<file path="config.mk">
export PLATFORM = sky130hd
export DESIGN_NAME = imem_loader
export DESIGN_NICKNAME = d
export VERILOG_FILES = /design/src/rtl/loader_defs_pkg.sv /design/src/rtl/imem_loader_byte_to_word.sv /design/src/rtl/imem_loader.sv
export SDC_FILE = /design/constraint.sdc
export NUM_CORES = 1
export LEC_CHECK = 0
export ABC_AREA = 1
export BUFFER_PORTS_ARGS = -buffer_cell sky130_fd_sc_hd__buf_2
export CAP_MARGIN = 20
export CORE_MARGIN = 2
export CORE_UTILIZATION = 40
export CTS_CLUSTER_DIAMETER = 50
export DETAILED_ROUTE_END_ITERATION = 8
export HOLD_SLACK_MARGIN = 0.02
export PLACE_DENSITY = 0.54
export SETUP_SLACK_MARGIN = 0.2
export SLEW_MARGIN = 20
export SYNTH_ARGS = -nofsm -noshare
export SYNTH_HDL_FRONTEND = slang
export SYNTH_SLANG_ARGS = --single-unit
</file>
<file path="constraint.sdc">
create_clock -name clk -period 6.5 [get_ports clk]
set_clock_uncertainty 0.15 [all_clocks]
set_input_delay 0.975 -clock clk [delete_from_list [all_inputs] [get_ports clk]]
set_output_delay 0.975 -clock clk [all_outputs]
set_load 0.03 [all_outputs]
</file>
<file path="src/rtl/loader_defs_pkg.sv">
// Shared definitions for the instruction-memory loader: FSM states and frame constants.
package loader_defs_pkg;

    // Frame parser states
    typedef enum logic [2:0] {
        StWaitSync,
        StLenLo,
        StLenHi,
        StData,
        StCsum,
        StDone,
        StError
    } state_e;

    localparam logic [7:0]  SYNC_BYTE_DEFAULT = 8'hA5;
    localparam int unsigned BYTES_PER_WORD    = 4;
    localparam int unsigned LEN_W             = 16;

endpackage

</file>
<file path="src/rtl/imem_loader_byte_to_word.sv">
// Assembles four little-endian bytes into a 32-bit word; pulses word_valid on the 4th byte.
module imem_loader_byte_to_word
    import loader_defs_pkg::*;
(
    input  logic        clk,
    input  logic        reset,
    input  logic        i_clear,
    input  logic        i_valid,
    input  logic [7:0]  i_byte,
    output logic [31:0] o_word,
    output logic        o_word_valid
);

    logic [1:0]  r_idx;
    logic [23:0] r_bytes;   // first three bytes, byte 0 ends up in [7:0]

    // Shift bytes in from the top so byte k lands in bits [8k+7:8k] of the finished word
    always_ff @(posedge clk or posedge reset) begin
        if (reset) begin
            r_idx   <= '0;
            r_bytes <= '0;
        end else if (i_clear) begin
            r_idx   <= '0;
            r_bytes <= '0;
        end else if (i_valid) begin
            r_idx   <= r_idx + 2'd1;
            r_bytes <= {i_byte, r_bytes[23:8]};
        end
    end

    // Word is complete combinationally on the 4th byte
    always_comb begin
        o_word       = {i_byte, r_bytes};
        o_word_valid = i_valid && (r_idx == 2'(BYTES_PER_WORD - 1));
    end

endmodule

</file>
<file path="src/rtl/imem_loader.sv">
// Writes a checksummed byte-stream program image into imem while holding the CPU in reset.
module imem_loader
    import loader_defs_pkg::*;
#(
    parameter int unsigned ADDR_W         = 10,
    parameter int unsigned BASE_ADDR      = 0,
    parameter logic [7:0]  SYNC_BYTE      = SYNC_BYTE_DEFAULT,
    parameter int unsigned TIMEOUT_CYCLES = 1_000_000
) (
    input  logic              clk,
    input  logic              reset,
    input  logic [7:0]        i_rx_data,
    input  logic              i_rx_valid,
    output logic              o_rx_ready,
    output logic              o_imem_we,
    output logic [ADDR_W-1:0] o_imem_addr,
    output logic [31:0]       o_imem_wdata,
    output logic              o_cpu_hold,
    output logic              o_load_done,
    output logic              o_load_err
);

    localparam logic [ADDR_W-1:0] BASE     = ADDR_W'(BASE_ADDR);
    localparam int unsigned       CAPACITY = 32'd1 << ADDR_W;

    state_e            r_state;
    logic [LEN_W-1:0]  r_len;
    logic [LEN_W-1:0]  r_idx;
    logic [7:0]        r_csum;
    logic [31:0]       r_timer;
    logic              r_rx_ready;
    logic              r_imem_we;
    logic [ADDR_W-1:0] r_imem_addr;
    logic [31:0]       r_imem_wdata;
    logic              r_cpu_hold;
    logic              r_load_done;
    logic              r_load_err;

    logic              w_accept;
    logic              w_is_sync;
    logic              w_in_frame;
    logic              w_timeout;
    logic              w_b2w_clear;
    logic              w_b2w_valid;
    logic [LEN_W-1:0]  w_len;
    logic [31:0]       w_timer_next;
    logic [31:0]       w_word;
    logic              w_word_valid;

    // Handshake, frame decode and idle-timeout detection
    always_comb begin
        w_accept     = i_rx_valid && r_rx_ready;
        w_is_sync    = (i_rx_data == SYNC_BYTE);
        w_in_frame   = (r_state == StLenLo) || (r_state == StLenHi) ||
                       (r_state == StData)  || (r_state == StCsum);
        w_len        = {i_rx_data, r_len[7:0]};
        w_timer_next = r_timer + 32'd1;
        // An accepted byte in the expiry cycle beats the timeout
        w_timeout    = (TIMEOUT_CYCLES != 0) && w_in_frame && !w_accept &&
                       (w_timer_next == TIMEOUT_CYCLES);
        w_b2w_clear  = w_accept && w_is_sync &&
                       ((r_state == StWaitSync) || (r_state == StError));
        w_b2w_valid  = w_accept && (r_state == StData);
    end

    imem_loader_byte_to_word u_byte_to_word (
        .clk          (clk),
        .reset        (reset),
        .i_clear      (w_b2w_clear),
        .i_valid      (w_b2w_valid),
        .i_byte       (i_rx_data),
        .o_word       (w_word),
        .o_word_valid (w_word_valid)
    );

    // Frame FSM with counters, checksum and registered imem write port
    always_ff @(posedge clk or posedge reset) begin
        if (reset) begin
            r_state      <= StWaitSync;
            r_len        <= '0;
            r_idx        <= '0;
            r_csum       <= '0;
            r_timer      <= '0;
            r_rx_ready   <= 1'b1;
            r_imem_we    <= 1'b0;
            r_imem_addr  <= BASE;
            r_imem_wdata <= '0;
            r_cpu_hold   <= 1'b1;
            r_load_done  <= 1'b0;
            r_load_err   <= 1'b0;
        end else begin
            r_imem_we <= 1'b0;
            if (!w_in_frame || w_accept) begin
                r_timer <= '0;
            end else begin
                r_timer <= w_timer_next;
            end

            if (w_timeout) begin
                r_state    <= StError;
                r_load_err <= 1'b1;
            end else begin
                unique case (r_state)
                    StWaitSync, StError: begin
                        if (w_accept && w_is_sync) begin
                            r_state    <= StLenLo;
                            r_csum     <= '0;
                            r_idx      <= '0;
                            r_load_err <= 1'b0;
                        end
                    end
                    StLenLo: begin
                        if (w_accept) begin
                            r_len[7:0] <= i_rx_data;
                            r_csum     <= r_csum ^ i_rx_data;
                            r_state    <= StLenHi;
                        end
                    end
                    StLenHi: begin
                        if (w_accept) begin
                            r_len  <= w_len;
                            r_csum <= r_csum ^ i_rx_data;
                            if (w_len == '0) begin
                                r_state <= StCsum;
                            end else if (32'(w_len) > CAPACITY) begin
                                r_state    <= StError;
                                r_load_err <= 1'b1;
                            end else begin
                                r_state <= StData;
                            end
                        end
                    end
                    StData: begin
                        if (w_accept) begin
                            r_csum <= r_csum ^ i_rx_data;
                            if (w_word_valid) begin
                                r_imem_we    <= 1'b1;
                                r_imem_addr  <= BASE + r_idx[ADDR_W-1:0];
                                r_imem_wdata <= w_word;
                                r_idx        <= r_idx + 16'd1;
                                if ((r_idx + 16'd1) == r_len) begin
                                    r_state <= StCsum;
                                end
                            end
                        end
                    end
                    StCsum: begin
                        if (w_accept) begin
                            if (i_rx_data == r_csum) begin
                                r_state     <= StDone;
                                r_cpu_hold  <= 1'b0;
                                r_load_done <= 1'b1;
                                r_rx_ready  <= 1'b0;
                            end else begin
                                r_state    <= StError;
                                r_load_err <= 1'b1;
                            end
                        end
                    end
                    StDone: begin
                    end
                    default: begin
                        r_state <= StWaitSync;
                    end
                endcase
            end
        end
    end

    // Registered outputs
    always_comb begin
        o_rx_ready   = r_rx_ready;
        o_imem_we    = r_imem_we;
        o_imem_addr  = r_imem_addr;
        o_imem_wdata = r_imem_wdata;
        o_cpu_hold   = r_cpu_hold;
        o_load_done  = r_load_done;
        o_load_err   = r_load_err;
    end

endmodule

</file>
==> run summary, run 1 <==
failing checks = design-rule violations
Layout Nets = 1005
met1 global-route usage = 0.2980
Pre-Repair DR Iteration Count = 9
Syn Std Cell Area = 7407 sq um
largest net degree at the start of global routing = 96
Worst Slack Setup Final = 3494 ps
H-tree Lvls = 4
vias in the first global route = 5854
Syn Nets = 951
startpoint types = register
drt total wl = 17.80 mm
Hold Fails Final Rpt = 0
Max Fclk = 0.3327 GHz
setup tns final = 0 ps
Ys Warns = 0
grt met3 use = 0.02838
Multi-input gate area = 3123 sq um
Max transition margin = 0.3041
Root Buffer = clkbuf_16
Period minus WS final = 3006 ps
status = complete, but fails checks
GRT Util Overall = 0.1911
antenna viol nets, final = 0
Synth Register Bits = 147
clk buf depth = 2
Die Height = 140.1 microns
input/output buffers = 57
DP Wirelength = 12.68 mm
clk_lat worst skew = 420 ps
Mean Syn Cell Area = 7.905 sq um
synth unique cells = 37
maximum vdd drop = 0.1932 mV
clock slew at reported path FFs = 70 ps
Register Area = 3680 sq um
WS Path Type = register to register
starting density of the core = 0.4095
Setup-failing EPs final = 0
Placeable Area = 18090 sq um
RSZ-0062 raised after global routing = no
period utilization = 0.4625
# IOs = 58
number of remaining DRC errors = 3
initial antenna violation count = 0
max cap viols = 0
via/cell ratio = 4.916
CP arrival = 3160 ps
CP Max Fanout = 23
first-pass GRT wire length = 29.99 mm
Post-CTS Hold Fix Bufs = 0
die span in x = 140.1 microns
routability cong. = 0.8290
grt ovf = 0
WL/cell = 14.45 microns
power per cell area = 377.5 nW/um^2
Setup WS pre-CTS = 3093 ps
Worst Hold Class = register to register
clk sinks = 147
share of cells above drive strength 1 = 0.1176
Worst setup EP type = register
Total Die Area = 19620 sq um
hold depth = 1
diode count = 0
TritonCTS Buffers = 17
Area Overhead vs Synth = 14.22%
filler instances = 1793
Slew @ Worst Pin = 1043 ps
sequential fraction of the synthesis area = 0.4968
Rows = 49
1st-iter DRT viols = 354
global route hottest layer = met1
Pins Over Slew Limit = 0
PostCTS Resize Cnt = 0
number of post-CTS setup repair buffers = 0
DR vias = 6057
CTS tree = yes
grt met2 use = 0.2712
Post-Synthesis Cells = 937
worst reg2reg path depth = 10
Req. time, crit path = 6650 ps
Leakage = 0.004080 uW
## routing by layer
| layer | vias to the layer above | share of wire |
|---|---|---|
| met4 | 0 | 0.011 |
| met1 | 2818 | 0.53 |
| met5 | - | 0 |
| li1 | 3119 | - |
| met3 | 14 | 0.032 |
| met2 | 106 | 0.42 |
## cells in the final DEF, fill, tap and decap left out, drive strengths merged, types with 17 or more instances in the layout
cell type	netlist	routed
o21ai	74	74
clkbuf	19	17
buf	6	60
xor2	24	24
dfrtp	146	146
nand2	245	245
nor2	115	115
o22ai	20	20
nand3	60	60
inv	128	137
nor3	18	18
nand4	31	31
## state kept, by name, summed over array words and instances (netlist names)
| signal | count |
|---|---|
| r_state | 3 |
| o_imem_we | 1 |
| r_csum | 8 |
| u_byte_to_word.r_idx | 2 |
| o_load_done | 1 |
| r_timer | 32 |
| o_imem_wdata | 32 |
| o_load_err | 1 |
| u_byte_to_word.r_bytes | 24 |
| o_cpu_hold | 1 |
| r_idx | 16 |
| o_imem_addr | 10 |
| r_len | 16 |
## logic make-up after synthesis
family,after synthesis,share of synthesized area
DFF,147,0.4968
xor gates and xnor gates,32,0.03986
AOI/OAI and AO/OA,116,0.09054
adders and majority gates,3,0.005068
and+or+nand+nor,482,0.2862
buffers and inverters,157,0.08159
## worst paths after layout
check / startpoint / slack [ps] / to
setup / recovery: r_state[2]$_DFFE_PP0P_ / 3490 / r_idx[3]$_DFFE_PP0P_
hold / removal: r_timer[0]$_DFF_PP0_ / 300 / r_timer[0]$_DFF_PP0_
setup reg to reg: r_state[2]$_DFFE_PP0P_ / 3490 / r_idx[3]$_DFFE_PP0P_
hold reg to reg: r_timer[0]$_DFF_PP0_ / 300 / r_timer[0]$_DFF_PP0_
max in group asynchronous: reset / 4380 / r_timer[10]$_DFF_PP0_
min in group asynchronous: reset / 570 / r_timer[17]$_DFF_PP0_
## stage by stage
step	std cells	utilization	power [uW]	hold WS (ps)	area, sq um
2_1_floorplan	937	-	2003	282.9	7407
3_3_place_gp	1201	0.4367	2258	292.5	7898
3_5_place_dp	1201	0.4367	2266	298.8	7898
4_1_cts	1232	0.4678	3223	307.4	8461
5_1_grt	1232	0.4678	3409	337.1	8461
6_report	1232	0.4678	3194	303.1	8461
## critical path, cell delays in order, from the launching register on
cell and delay, ps:
dfrtp_1 520, inv_2 90, o21ai_0 90, buf_4 210
o21ai_2 110, nor2_1 300, a21oi_1 100, nand2_1 610
clkinv_1 460, nand3_1 160, o21ai_0 90
## where the power goes
| group | switching, uW | internal [uW] |
|---|---|---|
| combinational | 682 | 294 |
| sequential | 135 | 1140 |
| clock | 441 | 507 |
| total | 1260 | 1940 |
## cells in the mapped netlist
cell type	number	area [sq um]
buf_4	3	22.52
o21bai_1	1	7.510
nand3b_1	8	60.06
nor2_1	107	401.6
clkbuf_1	19	71.32
nand2_1	241	904.6
inv_2	4	15.01
or2_2	2	12.51
nand3_4	2	35.03
nor2_4	2	22.52
xnor2_1	7	61.31
nand4_1	31	193.9
o31ai_1	11	82.58
ha_1	3	37.54
clkinv_1	4	15.01
buf_2	3	15.01
nand3_1	58	290.3
a21oi_2	1	8.760
o22ai_1	20	125.1
a21oi_1	6	30.03
nor3_4	2	32.53
o21ai_2	1	8.760
dfstp_2	1	26.28
o211ai_1	2	15.01
o21ai_0	70	350.3
dfrtp_1	146	3654
nor4_1	2	12.51
o21ai_1	3	15.01
xor3_1	1	23.77
a2111oi_4	1	27.53
nand2_4	1	11.26
inv_1	124	465.5
nor3_1	16	80.08
and2_1	1	6.260
nor2_2	6	37.54
nand2_2	3	18.77
xor2_1	24	210.2
## final cells by class
class                           instances  area share
Sequential cell                       147      0.4349
Tap cell                              229     0.03387
Clock buffer                           17     0.05028
Timing Repair Buffer                   60     0.03638
Multi-Input combinational cell        633      0.3691
Clock inverter                         14     0.01627
Inverter                              132     0.05915
(Power assumes the default switching activity.)
==> inputs of run 2 (changes only) <==
--- a/config.mk
+++ b/config.mk
@@ -5,7 +5,7 @@
 export SDC_FILE = /design/constraint.sdc
 export NUM_CORES = 1
 export LEC_CHECK = 0
-export ABC_AREA = 1
+export ABC_AREA = 0
 export BUFFER_PORTS_ARGS = -buffer_cell sky130_fd_sc_hd__buf_2
 export CAP_MARGIN = 20
 export CORE_MARGIN = 2
==> constraint.sdc (replaced) <==
create_clock -name clk -period 2.9 [get_ports clk]
set_clock_uncertainty 0.15 [all_clocks]
set_input_delay 0.435 -clock clk [delete_from_list [all_inputs] [get_ports clk]]
set_output_delay 0.435 -clock clk [all_outputs]
set_load 0.03 [all_outputs]
==> run 2 against run 1 <==
  * Largest cell class unchanged
  * Global-route usage increased by 0.65 points
  * Maximum frequency increased by 15%
  * Critical path type unchanged
  * The flow now finishes without violations
  * Critical path depth decreased by 3
  * Setup slack got worse by 3200 ps
  * Power increased by 120%
  * Core utilization increased by 2.6 points
==> run summary, run 2 <==
status = finished clean (was complete, but fails checks)
Max Fclk = 0.3842 GHz (was 0.3327 GHz)
Hold Path Sink = o_cpu_hold$_DFFE_PP1P_ (was r_timer[0]$_DFF_PP0_)
EDFF count, synth = 0 (unchanged)
Root Buffer = clkbuf_16 (unchanged)
CTS tree = yes (unchanged)
die span in x = 140.6 microns (was 140.1 microns)
TritonCTS Buffers = 17 (unchanged)
proportion of synthesized area in mux cells = 0.02399 (was 0)
clk buf depth = 2 (unchanged)
1st-iter DRT viols = 523 (was 354)
vias in the first global route = 6006 (was 5854)
top cells by area, synth = dfrtp_1 49%, nand2_1 9.3%, xnor2_1 4.7%, o21ai_0 4.4%, nor2_1 3.4% (was dfrtp_1 49%, nand2_1 12%, inv_1 6.3%, nor2_1 5.4%, o21ai_0 4.7%)
DR vias = 6142 (was 6057)
CP Max Fanout = 8 (was 23)
Area Overhead vs Synth = 20.09% (was 14.22%)
Die Height = 140.6 microns (was 140.1 microns)
Hold Fails Final Rpt = 0 (unchanged)
WL/cell = 16.55 microns (was 14.45 microns)
Simple-Gate Fraction of Synth Area = 0.2466 (was 0.2861)
RSZ-0062 raised after global routing = yes (was no)
Setup-failing EPs final = 0 (unchanged)
Pins Over Slew Limit = 0 (unchanged)
via/cell ratio = 5.369 (was 4.916)
Max transition margin = 0.6132 (was 0.3041)
GRT Util Overall = 0.1976 (was 0.1911)
number of remaining DRC errors = 0 (was 3)
post-synthesis xor/xnor area fraction = 0.07514 (was 0.03986)
Syn Nets = 839 (was 951)
synth unique cells = 62 (was 37)
largest family of logic cells by synthesized area = simple AND/OR/NAND/NOR gates (unchanged)
maximum vdd drop = 0.4578 mV (was 0.1932 mV)
largest area contributor in the netlist = dfrtp_1 (unchanged)
Worst Hold Class = input pin to register (was register to register)
Buf/Inv on CP = 0 (was 3)
clk sinks = 147 (unchanged)
complex-gate fraction of the synthesized area = 0.1196 (was 0.09054)
r2r setup slk = 300 ps (was 3490 ps)
input/output buffers = 57 (unchanged)
ys flop type = dfrtp_1 (unchanged)
Pre-Repair DR Iteration Count = 6 (was 9)
sequential fraction of the synthesis area = 0.4933 (was 0.4968)
critical path cell sequence = nand4_1 -> or3_1 -> or4_4 -> nand4_1 -> o21ai_0 -> nand4_1 -> or3b_1 (was inv_2 -> o21ai_0 -> buf_4 -> o21ai_2 -> nor2_1 -> a21oi_1 -> nand2_1 -> clkinv_1 -> nand3_1 -> o21ai_0)
Total Die Area = 19760 sq um (was 19620 sq um)
Syn Std Cell Area = 7460 sq um (was 7407 sq um)
setup tns final = 0 ps (unchanged)
Mean Syn Cell Area = 9.042 sq um (was 7.905 sq um)
H-tree Lvls = 4 (unchanged)
final hold slack = 58.33 ps (was 303.1 ps)
Post-synth top cells = 184 x nand2_1, 146 x dfrtp_1, 68 x nor2_1 (was 241 x nand2_1, 146 x dfrtp_1, 124 x inv_1)
total stage count of the critical path = 7 (was 10)
Req. time, crit path = 3050 ps (was 6650 ps)
Setup WS pre-CTS = 85.18 ps (was 3093 ps)
Post-Synth Adder-Cell Area = 0.005032 (was 0.005068)
Worst Slack Setup Final = 297.0 ps (was 3494 ps)
Hold Startpoint = i_rx_valid (was r_timer[0]$_DFF_PP0_)
diode count = 0 (unchanged)
Pwr Total = 7074 uW (was 3194 uW)
top cell family by delay on the critical path = simple AND/OR/NAND/NOR gates (unchanged)
Period minus WS final = 2603 ps (was 3006 ps)
Ys Warns = 0 (unchanged)
clk_lat worst skew = 430 ps (was 420 ps)
# IOs = 58 (unchanged)
most frequent cells in the layout = 182 x nand2_1, 130 x dfrtp_1, 66 x nor2_1, 65 x o21ai_0, 57 x buf_2 (was 241 x nand2_1, 146 x dfrtp_1, 123 x inv_1, 107 x nor2_1, 70 x o21ai_0)
largest net degree at the start of global routing = 56 (was 96)
critical path's slowest cell = dfrtp_1 (was nand2_1)
share of cells above drive strength 1 = 0.2284 (was 0.1176)
routability cong. = 0.9184 (was 0.8290)
Post-Synthesis Cells = 825 (was 937)
CP arrival = 2760 ps (was 3160 ps)
Reg2Reg Capture Point = r_state[1]$_DFFE_PP0P_ (was r_idx[3]$_DFFE_PP0P_)
period utilization = 0.8976 (was 0.4625)
hold depth = 2 (was 1)
Leakage = 0.004030 uW (was 0.004080 uW)
Slew @ Worst Pin = 580.2 ps (was 1043 ps)
DP Wirelength = 12.83 mm (was 12.68 mm)
Max stage delay on crit path = 470 ps (was 610 ps)
WS Path Type = register to register (unchanged)
Placeable Area = 18150 sq um (was 18090 sq um)
drt total wl = 18.94 mm (was 17.80 mm)
most frequent cell after synthesis = nand2_1 (unchanged)
startpoint types = register (unchanged)
Rows = 49 (unchanged)
share of the synthesized area in the top cell type = 0.4898 (was 0.4932)
grt ovf = 0 (unchanged)
power per cell area = 789.6 nW/um^2 (was 377.5 nW/um^2)
asr flop ratio synth = 1.000 (unchanged)
most common cell after layout, fill and taps aside = nand2_1 (unchanged)
antenna viol nets, final = 0 (unchanged)
Layout Nets = 916 (was 1005)
first-pass GRT wire length = 31.28 mm (was 29.99 mm)
max cap viols = 0 (unchanged)
Synth Register Bits = 147 (unchanged)
initial antenna violation count = 0 (unchanged)
clock slew at reported path FFs = 60 ps (was 70 ps)
Worst R2R Start = r_timer[17]$_DFF_PP0_ (was r_state[2]$_DFFE_PP0P_)
starting density of the core = 0.4111 (was 0.4095)
worst reg2reg path depth = 7 (was 10)
most used cell, CP = nand4_1 (was o21ai_0)
Worst setup EP type = register (unchanged)
==> run 2: cells by family after synthesis <==
group / after synthesis
compound gates: 147
xor+xnor: 64
fa+ha+maj: 3
buf+inv: 66
flops: 147
mux: 16
simple gates: 382
==> run 2: per-layer routing <==
layer | part of all wire | global-route usage | vias to the layer above
li1 | - | - | 2995
met3 | 0.039 | 0.03932 | 30
met5 | 0 | 0 | -
met4 | 0.019 | 0.06053 | 0
met2 | 0.47 | 0.3194 | 142
met1 | 0.48 | 0.2702 | 2975
==> run 2: cell type report <==
type | count | area (sq um)
clock buffers | 19 | 442.9
clock inverters | 13 | 132.6
fillers | 1706 | 9189
inverters | 16 | 63.81
multi-input cells | 612 | 3637
flip-flops and latches | 147 | 3700
well taps | 229 | 286.5
repair buffers | 108 | 695.7
==> run 2: worst max path at each step <==
stage	slack [ps]	end	startpoint
after floorplan	250	r_state[1]$_DFFE_PP0P_	r_idx[0]$_DFFE_PP0P_
after global placement	160	r_state[1]$_DFFE_PP0P_	i_rx_data[3]
after detailed placement	90	r_state[1]$_DFFE_PP0P_	r_idx[1]$_DFFE_PP0P_
after CTS	200	r_state[1]$_DFFE_PP0P_	r_timer[10]$_DFF_PP0_
after global routing	190	r_state[1]$_DFFE_PP0P_	r_idx[12]$_DFFE_PP0P_
final	300	r_state[1]$_DFFE_PP0P_	r_timer[17]$_DFF_PP0_
==> run 2: report_power, final <==
| group | switching, uW | leakage (uW) | internal [uW] |
|---|---|---|---|
| logic | 1200 | 0.00180 | 815 |
| clock network | 938 | 0.000283 | 1230 |
| registers | 382 | 0.00195 | 2500 |
==> run 2: stage by stage <==
stage          cells  instance area, sq um    util
6_report        1144                  8959  0.4937
5_1_grt         1144                  8959  0.4937
4_1_cts         1133                  8765  0.4830
3_5_place_dp    1100                  8148  0.4490
3_3_place_gp    1100                  8148  0.4490
2_1_floorplan    825                  7463       -
==> run 2: what timing repair did <==
action	in CTS	in global routing
resized for setup	9	30
setup buffers	0	11
hold buffers	1	0
endpoints found under the hold margin	14	0
endpoints found under the setup margin	2	4
pin swaps	4	8
